### src/rtl/uart_pkg.sv
// uart_pkg: shared state encoding and default configuration for the UART transmitter.
package uart_pkg;

  localparam int unsigned UART_DATA_WIDTH = 8;
  localparam int unsigned UART_CLK_DIV    = 16;

  typedef enum logic [2:0] {
    ST_IDLE   = 3'd0,
    ST_FETCH  = 3'd1,
    ST_START  = 3'd2,
    ST_DATA   = 3'd3,
    ST_PARITY = 3'd4,
    ST_STOP   = 3'd5
  } uart_tx_state_t;

endpackage

### src/rtl/uart_tx_baud_gen.sv
// baud_gen: bit-period counter; restart reloads it so every state starts on a fresh period.
module baud_gen #(
  parameter int unsigned CLK_DIV = 16
) (
  input  logic clk,
  input  logic rst_n,
  input  logic restart,
  output logic tick
);

  localparam int unsigned CW = (CLK_DIV > 1) ? $clog2(CLK_DIV) : 1;

  logic [CW-1:0] cnt;
  logic [CW-1:0] cnt_nxt;

  // Wrap on the last count so consecutive bits inside one state never drift.
  always_comb begin
    cnt_nxt = cnt + CW'(1);
    if (restart || (cnt == CW'(CLK_DIV - 1))) begin
      cnt_nxt = '0;
    end
  end

  always_ff @(posedge clk) begin
    if (!rst_n) begin
      cnt  <= '0;
      tick <= 1'b0;
    end else begin
      cnt  <= cnt_nxt;
      tick <= (cnt_nxt == CW'(CLK_DIV - 1));
    end
  end

endmodule

### src/rtl/uart_tx.sv
// uart_tx: pulls characters from an upstream FIFO and sends start/data(LSB first)/stop frames.
// Define UART_TX_PARITY_EN to insert an even-parity bit between the data bits and the stop bit.
module uart_tx
  import uart_pkg::*;
#(
  parameter int unsigned DATA_WIDTH = UART_DATA_WIDTH,
  parameter int unsigned CLK_DIV    = UART_CLK_DIV
) (
  input  logic                  clk,
  input  logic                  rst_n,
  input  logic                  fifo_empty,
  output logic                  fifo_read_ready,
  input  logic                  fifo_read_valid,
  input  logic [DATA_WIDTH-1:0] fifo_data,
  output logic                  tx,
  output logic                  busy
);

  localparam int unsigned BW = $clog2(DATA_WIDTH + 1);

  uart_tx_state_t        state;
  uart_tx_state_t        state_nxt;
  logic [DATA_WIDTH-1:0] shreg;
  logic [DATA_WIDTH-1:0] shreg_nxt;
  logic [BW-1:0]         bit_cnt;
  logic [BW-1:0]         bit_cnt_nxt;
  logic                  armed;
  logic                  tick;
  logic                  restart_c;
  logic                  tx_nxt;
  logic                  busy_nxt;
  logic                  ready_nxt;
`ifdef UART_TX_PARITY_EN
  logic                  parity;
  logic                  parity_nxt;
`endif

  baud_gen #(.CLK_DIV(CLK_DIV)) u_baud_gen (
    .clk     (clk),
    .rst_n   (rst_n),
    .restart (restart_c),
    .tick    (tick)
  );

  // Next state, datapath and registered-output values.
  always_comb begin
    state_nxt   = state;
    shreg_nxt   = shreg;
    bit_cnt_nxt = bit_cnt;
`ifdef UART_TX_PARITY_EN
    parity_nxt  = parity;
`endif
    case (state)
      ST_IDLE: begin
        if (fifo_read_ready) state_nxt = ST_FETCH;
      end
      ST_FETCH: begin
        if (fifo_read_valid) begin
          state_nxt = ST_START;
          shreg_nxt = fifo_data;
`ifdef UART_TX_PARITY_EN
          parity_nxt = ^fifo_data;
`endif
        end else begin
          state_nxt = ST_IDLE;
        end
      end
      ST_START: begin
        if (tick) begin
          state_nxt   = ST_DATA;
          bit_cnt_nxt = '0;
        end
      end
      ST_DATA: begin
        if (tick) begin
          if (bit_cnt == BW'(DATA_WIDTH - 1)) begin
`ifdef UART_TX_PARITY_EN
            state_nxt = ST_PARITY;
`else
            state_nxt = ST_STOP;
`endif
          end else begin
            shreg_nxt   = shreg >> 1;
            bit_cnt_nxt = bit_cnt + BW'(1);
          end
        end
      end
`ifdef UART_TX_PARITY_EN
      ST_PARITY: begin
        if (tick) state_nxt = ST_STOP;
      end
`endif
      ST_STOP: begin
        if (tick) state_nxt = ST_IDLE;
      end
      default: state_nxt = ST_IDLE;
    endcase

    restart_c = (state_nxt != state);

    case (state_nxt)
      ST_START:  tx_nxt = 1'b0;
      ST_DATA:   tx_nxt = shreg_nxt[0];
`ifdef UART_TX_PARITY_EN
      ST_PARITY: tx_nxt = parity_nxt;
`endif
      default:   tx_nxt = 1'b1;
    endcase

    busy_nxt  = (state_nxt != ST_IDLE);
    // A request is only raised from IDLE, and never in the first cycle out of reset.
    ready_nxt = armed && (state_nxt == ST_IDLE) && !fifo_empty;
  end

  always_ff @(posedge clk) begin
    if (!rst_n) begin
      state           <= ST_IDLE;
      shreg           <= '0;
      bit_cnt         <= '0;
      armed           <= 1'b0;
      tx              <= 1'b1;
      busy            <= 1'b0;
      fifo_read_ready <= 1'b0;
`ifdef UART_TX_PARITY_EN
      parity          <= 1'b0;
`endif
    end else begin
      state           <= state_nxt;
      shreg           <= shreg_nxt;
      bit_cnt         <= bit_cnt_nxt;
      armed           <= 1'b1;
      tx              <= tx_nxt;
      busy            <= busy_nxt;
      fifo_read_ready <= ready_nxt;
`ifdef UART_TX_PARITY_EN
      parity          <= parity_nxt;
`endif
    end
  end

`ifndef SYNTHESIS
  // Configuration and handshake sanity checks.
  always @(posedge clk) begin
    if (rst_n) begin
      assert (CLK_DIV >= 2) else $error("uart_tx: CLK_DIV must be at least 2");
      assert (DATA_WIDTH != 0) else $error("uart_tx: DATA_WIDTH must be non-zero");
      assert (!(fifo_read_valid && (state != ST_FETCH)))
        else $error("uart_tx: fifo_read_valid outside FETCH");
    end
  end
`endif

endmodule

### config.mk
export PLATFORM = sky130hd
export DESIGN_NAME = uart_tx
export DESIGN_NICKNAME = d
export VERILOG_FILES = /design/src/rtl/uart_pkg.sv /design/src/rtl/uart_tx_baud_gen.sv /design/src/rtl/uart_tx.sv
export SDC_FILE = /design/constraint.sdc
export NUM_CORES = 1
export LEC_CHECK = 0
export ABC_AREA = 0
export CAP_MARGIN = 40
export CORE_MARGIN = 1
export CORE_UTILIZATION = 45
export DETAILED_ROUTE_END_ITERATION = 8
export PLACE_DENSITY_LB_ADDON = 0.05
export SLEW_MARGIN = 20
export SYNTH_ARGS = -nofsm -noshare
export SYNTH_HDL_FRONTEND = slang
export SYNTH_SLANG_ARGS = --single-unit
### constraint.sdc
create_clock -name clk -period 1.3 [get_ports clk]
set_input_delay 0.26 -clock clk [delete_from_list [all_inputs] [get_ports clk]]
set_output_delay 0.26 -clock clk [all_outputs]
set_load 0.05 [all_outputs]
==> results.toml, run 1 <==
[timing]
worst_slack_ns = -0.1128
maxSlewHeadroom = 0.7265
final-hold-violation-count = 0
tightestPinTransition_ns = 0.4102
fin_crit_ns = 1.413
timing.setup.tns_ns = -1.031
fmaxAchievable_ghz = 0.7078
rsz0062_at_grt = "true"
slew_violations = 0
skew_ns = 0.003792
finalCritPeriodShare = 1.087
setup_violations = 15

[global_route]
via_count_of_the_first_global_routing_pass = 1018
track_usage = 0.2292
globalRoute.totalOverflow = 0
grt_max_degree = 15
global_route_wire_length_before_repair_mm = 4.388
antenna_found_initial = 0

[synth]
ys_seq_elements = 24
synth_warnings = 0
yosysSeqAreaShare = 0.4349
postSynthNetCount = 130
post_synth_instance_area_sq_um = 1105
synth.top_cells.by_area = "sky130_fd_sc_hd__dfxtp_1, sky130_fd_sc_hd__a21boi_1, sky130_fd_sc_hd__a22oi_1"
synth_largest_area_cell = "sky130_fd_sc_hd__dfxtp_1"
post_synth_inst_count = 116
yosysTopAreaCellShare = 0.4349
postSynthAreaPerCell_sq_um = 9.524
yosysUniqueCellTypes = 43

[detailed_routing]
route.detailed.wl_per_inst_microns = 15.45
dr_wl_met2_mm = 1.446
drt-initial-drc-count = 29
drt-total-wl_mm = 2.828
route.top_layer_used = "met4"
detailroute.via_count = 1009
dr.pass1.iters = 5
route.detailed.vias_per_inst = 5.514
total_length_of_routed_met3_wires_microns = 79
ant_nets = 0
drc = 0
drt-met1-wl_mm = 1.255

[critical_path]
timing.critical_path.fanout_max = 7
crit_path_start = "bit_cnt[1]$_SDFFE_PN0P_"
critPathKind = "flop to flop"
cp.arrival_ns = 1.68
worst_r2r_path_depth = 6
origin_of_the_critical_flop_to_flop_path = "bit_cnt[1]$_SDFFE_PN0P_"
startpoint_type = "flop"
required_ns = 1.56
critPathCaptureType = "flop"

[placement]
dp_hpwl_mm = 1.787
gp_routability_congestion = 0.7902
post_place_setup_slack_ns = -0.4096
place.port_buffers = 14
post-place-cells = 172

[clock_tree]
tritoncts.num_buffers = 3
tritoncts = "yes"
cts.sinks = 24
clkLatencyLatePin_ns = 0.33
cts_max_level = 1
path_clk_slew_ns = 0.13
ctsLongestPathBuffers = 2
cts_hold_buffers = 0
clock_tree.root_cell = "sky130_fd_sc_hd__clkbuf_4"

[flow_run]
max_cap_violations = 0

[finish]
antenna-diode-count = 0
final_core_utilization = 0.7897
final_nets = 170
drive_gt1_frac = 0.5032
syn_to_final_growth_pct = 61.16
non_filler_instances = 183

[outcome]
run_status = "complete, but fails checks"
violations = "setup timing"

[die]
height_of_the_chip_microns = 51.55
floorplan.rows = 17
floorplan.core_area_sq_um = 2255
die_width_microns = 51.55
initial_utilization = 0.4900
num_io_pins = 15
die_area_sq_um = 2657

[worst_hold_path]
min-delay-path-class = "primary input to flop"
min-delay-start = "fifo_read_valid"
worst_hold_path.num_cells = 4

[power]
p_leak_nw = 0.6599
powerDensity_nw_per_um2 = 838.4
power.ir.vdd_worst_mv = 1.022
total_power_w = 0.001493
## Yosys cell counts (all sizes together)
master and number:
a21boi 8, a21oi 5, a221oi 1, a22oi 7, a2bb2oi 1, a311o 1
a31oi 1, a41oi 1, and2 3, and3 3, and3b 1, and4b 1
buf 4, clkbuf 2, dfxtp 24, ha 2, inv 3, mux2i 1
nand2 10, nand2b 2, nand3 4, nand3b 2, nand4b 1, nor2 4
nor2b 1, nor3 6, nor3b 2, nor4b 1, nor4bb 1, o211ai 2
o21ai 2, o21bai 1, o22ai 2, or2 1, or3 1, xor2 4
## layout by cell type, fill, tap and decap left out, types with 3 or more instances in the layout
| cell type | n |
|---|---|
| sky130_fd_sc_hd__dfxtp_2 | 3 |
| sky130_fd_sc_hd__buf_12 | 3 |
| sky130_fd_sc_hd__xor2_1 | 4 |
| sky130_fd_sc_hd__buf_4 | 18 |
| sky130_fd_sc_hd__clkdlybuf4s50_1 | 10 |
| sky130_fd_sc_hd__dfxtp_4 | 4 |
| sky130_fd_sc_hd__nand3_1 | 3 |
| sky130_fd_sc_hd__a21boi_1 | 6 |
| sky130_fd_sc_hd__a22oi_2 | 7 |
| sky130_fd_sc_hd__buf_6 | 7 |
| sky130_fd_sc_hd__clkbuf_4 | 3 |
| sky130_fd_sc_hd__nor2_1 | 4 |
| sky130_fd_sc_hd__nor3_2 | 4 |
| sky130_fd_sc_hd__dfxtp_1 | 17 |
| sky130_fd_sc_hd__nand2_1 | 8 |
## flip-flops by register name, indices dropped and copies added (netlist names)
name,flops
armed,1
bit_cnt,4
busy,1
fifo_read_ready,1
shreg,8
state,3
tx,1
u_baud_gen.cnt,4
u_baud_gen.tick,1
## layer usage
metal  vias up  GRT usage
met3         5    0.03509
met1       479     0.2747
met4         0    0.08108
met2        18     0.4113
met5         -          0
li1        507          -
## repair_timing
item                                    CTS  global route
pin swaps                                 9            17
resized for setup                        19            33
cloned                                    1             0
endpoints found under the setup margin   20            21
setup buffers                             3             3
## area by class of cell
type / count / area (sq um)
clock buffer: 3 / 22.52
clock inverter: 1 / 30.03
fill: 147 / 474.2
inverter: 3 / 16.27
multi-input combinational: 84 / 775.7
sequential: 24 / 499.2
tap: 28 / 35.03
timing repair buffer: 40 / 401.6
## worst paths after layout
kind / end / slack, ns
worst max register to register: shreg[1]$_SDFFE_PN0P_ / -0.11
worst min register to register: fifo_read_ready$_SDFF_PN0_ / 0.43
worst min-delay path: fifo_read_ready$_SDFF_PN0_ / 0.36
worst max-delay path: shreg[1]$_SDFFE_PN0P_ / -0.11
## through the flow
step / hold WS (ns) / area [sq um]
6_report: 0.3649 / 1780
2_1_floorplan: 0.2877 / 1141
5_1_grt: 0.3925 / 1780
3_5_place_dp: 0.4106 / 1454
3_3_place_gp: 0.4002 / 1454
4_1_cts: 0.4275 / 1607
## power by group
part / leakage, nW / internal, W / total [W] / switching (W)
Combinational: 0.433 / 0.000105 / 0.000180 / 0.0000749
Clock: 0.0279 / 0.000312 / 0.000550 / 0.000238
Sequential: 0.199 / 0.000747 / 0.000763 / 0.0000165
Total: 0.660 / 0.00116 / 0.00149 / 0.000329
## critical path, stage by stage, from the launching register on
cell and delay, ns:
sky130_fd_sc_hd__dfxtp_2 0.36, sky130_fd_sc_hd__ha_4 0.16, sky130_fd_sc_hd__and3b_2 0.23, sky130_fd_sc_hd__nor3_2 0.21, sky130_fd_sc_hd__buf_6 0.17, sky130_fd_sc_hd__a22oi_2 0.06, sky130_fd_sc_hd__a21boi_1 0.15
## kinds of logic (layout without fill, tap and decap cells)
logic type / Yosys count / count (layout) / share of synthesized area
AOI/OAI and AO/OA: 32 / 33 / 0.2073
xor gates and xnor gates: 4 / 4 / 0.03171
adders and majority gates: 2 / 2 / 0.02265
buffers and inverters: 9 / 47 / 0.05209
DFF: 24 / 24 / 0.4349
muxes: 1 / 1 / 0.009060
and+or+nand+nor: 44 / 44 / 0.2424
Note: power is estimated with default switching activity, not from simulation.
==> inputs of run 2 (changes only) <==
Settings changed: CORE_UTILIZATION 45 to 56.
Clock period 1.3 ns to 1.7 ns, I/O delays scaled along.
==> run 2 against run 1 <==
Compared with the run above: the flow now finishes without violations; first-iteration DRC count down 69%; fmax down 11%; final cell count fell by 10%; register-to-register slack improved by 0.23 ns; routed wire length is 23% lower; die area shrank 19%; sequential share of layout area is 7.4 points higher; setup slack gained 0.23 ns; clock power fell by 26%; largest cell class unchanged.
==> results.toml, run 2 (synthesized netlist as in run 1, its figures left out) <==
[timing]
rsz0062_at_grt = "false"
skew_ns = 0.005763
fin_crit_ns = 1.585
maxSlewHeadroom = 0.7482
finalCritPeriodShare = 0.9321
setup_violations = 0
slew_violations = 0
whs_ns = 0.4300
tightestPinTransition_ns = 0.3772
fmaxAchievable_ghz = 0.6311
timing.setup.tns_ns = 0
final-hold-violation-count = 0

[finish]
flip_flop_count_of_the_largest_register_after_layout = 8
final_nets = 154
regMostFlops = "shreg"
syn_to_final_growth_pct = 22.88
antenna-diode-count = 0
non_filler_instances = 164
drive_gt1_frac = 0.1871
reg.largest.list = "shreg: 8 flops, bit_cnt: 4 flops, u_baud_gen.cnt: 4 flops"
most-common-layout-cells = "sky130_fd_sc_hd__dfxtp_1, sky130_fd_sc_hd__buf_4, sky130_fd_sc_hd__clkdlybuf4s50_1, sky130_fd_sc_hd__nand2_1"
most_common_library_cell_in_the_layout_ignoring_fill_and_taps = "sky130_fd_sc_hd__dfxtp_1"

[clock_tree]
tritoncts.num_buffers = 3
cts_max_level = 1
cts.sinks = 24
cts_hold_buffers = 0
ctsLongestPathBuffers = 2
clkLatencyLatePin_ns = 0.31
tritoncts = "yes"
clock_tree.root_cell = "sky130_fd_sc_hd__clkbuf_4"
path_clk_slew_ns = 0.13

[detailed_routing]
drc = 0
drt-initial-drc-count = 9
route.top_layer_used = "met4"
route.detailed.vias_per_inst = 5.610
dr_wl_met2_mm = 1.115
detailroute.via_count = 920
ant_nets = 0
total_length_of_routed_met3_wires_microns = 47
drt-total-wl_mm = 2.182
dr.pass1.iters = 5
route.detailed.wl_per_inst_microns = 13.30
drt-met1-wl_microns = 989

[die]
initial_utilization = 0.6196
floorplan.rows = 15
floorplan.core_area_sq_um = 1783
die_area_sq_um = 2154
height_of_the_chip_microns = 46.42
num_io_pins = 15
die_width_microns = 46.42

[global_route]
antenna_found_initial = 0
global_route_wire_length_before_repair_mm = 3.525
track_usage = 0.2379
grt_max_degree = 15
globalRoute.totalOverflow = 0
via_count_of_the_first_global_routing_pass = 872

[power]
p_leak_nw = 0.5246
total_power_w = 0.001091
powerDensity_nw_per_um2 = 803.7
power.ir.vdd_worst_mv = 0.5807

[outcome]
run_status = "completed"

[critical_path]
timing.critical_path.fanout_max = 5
critPathCaptureType = "flop"
cp.arrival_ns = 1.83
startpoint_type = "flop"
internal_reg_to_reg_setup_slack_ns = 0.12
required_ns = 1.95
critPathKind = "flop to flop"

[worst_hold_path]
min-delay-path-class = "flop to flop"

[placement]
post-place-cells = 159
place.port_buffers = 14
dp_hpwl_mm = 1.648
gp_routability_congestion = 0.7932

[flow_run]
max_cap_violations = 0
[run 2: area by class of cell]
type	count	area [sq um]
clock buffer	3	22.52
clock inverter	1	30.03
fill	127	425.4
inverter	3	11.26
multi-input combinational	83	566.8
sequential	24	480.5
tap	25	31.28
timing repair buffer	25	215.2
[run 2: final timing paths]
check,startpoint,to,cells after the start
setup reg to reg,bit_cnt[0]$_SDFFE_PN0P_,u_baud_gen.tick$_SDFF_PN0_,6
hold / removal,armed$_DFF_P_,fifo_read_ready$_SDFF_PN0_,2
hold reg to reg,armed$_DFF_P_,fifo_read_ready$_SDFF_PN0_,2
setup / recovery,bit_cnt[0]$_SDFFE_PN0P_,u_baud_gen.tick$_SDFF_PN0_,6
[run 2: per-stage QoR]
step | utilization | cell area, sq um | worst slack, ns
2_1_floorplan | - | 1105 | 0.1687
5_1_grt | 0.7614 | 1358 | 0.02224
3_3_place_gp | 0.7277 | 1297 | -0.05527
4_1_cts | 0.7572 | 1350 | 0.08888
6_report | 0.7614 | 1358 | 0.1155
3_5_place_dp | 0.7277 | 1297 | -0.06890
[run 2: worst max-delay path: stages, from the launching register on]
cell and delay (ns):
sky130_fd_sc_hd__dfxtp_1 0.35, sky130_fd_sc_hd__ha_1 0.23, sky130_fd_sc_hd__and3b_1 0.23, sky130_fd_sc_hd__a41oi_1 0.26
sky130_fd_sc_hd__o211ai_1 0.13, sky130_fd_sc_hd__buf_4 0.17, sky130_fd_sc_hd__nor3_1 0.15
[run 2: metal layers]
layer	vias to the layer above	GRT usage
met5	-	0
met4	0	0.1235
met3	4	0.06275
met2	11	0.4139
met1	434	0.2596
li1	471	-
[run 2: timing repair]
item / in CTS / in global routing
buffers inserted: 0 / 1
gates resized for setup: 0 / 0
endpoints found under the setup margin: 0 / 2
[run 2: where the power goes]
group / switching [W] / internal [W] / total (W)
Sequential: 0.00000997 / 0.000576 / 0.000586
Clock: 0.000167 / 0.000238 / 0.000405
Combinational: 0.0000429 / 0.0000565 / 0.0000995
Total: 0.000220 / 0.000871 / 0.00109
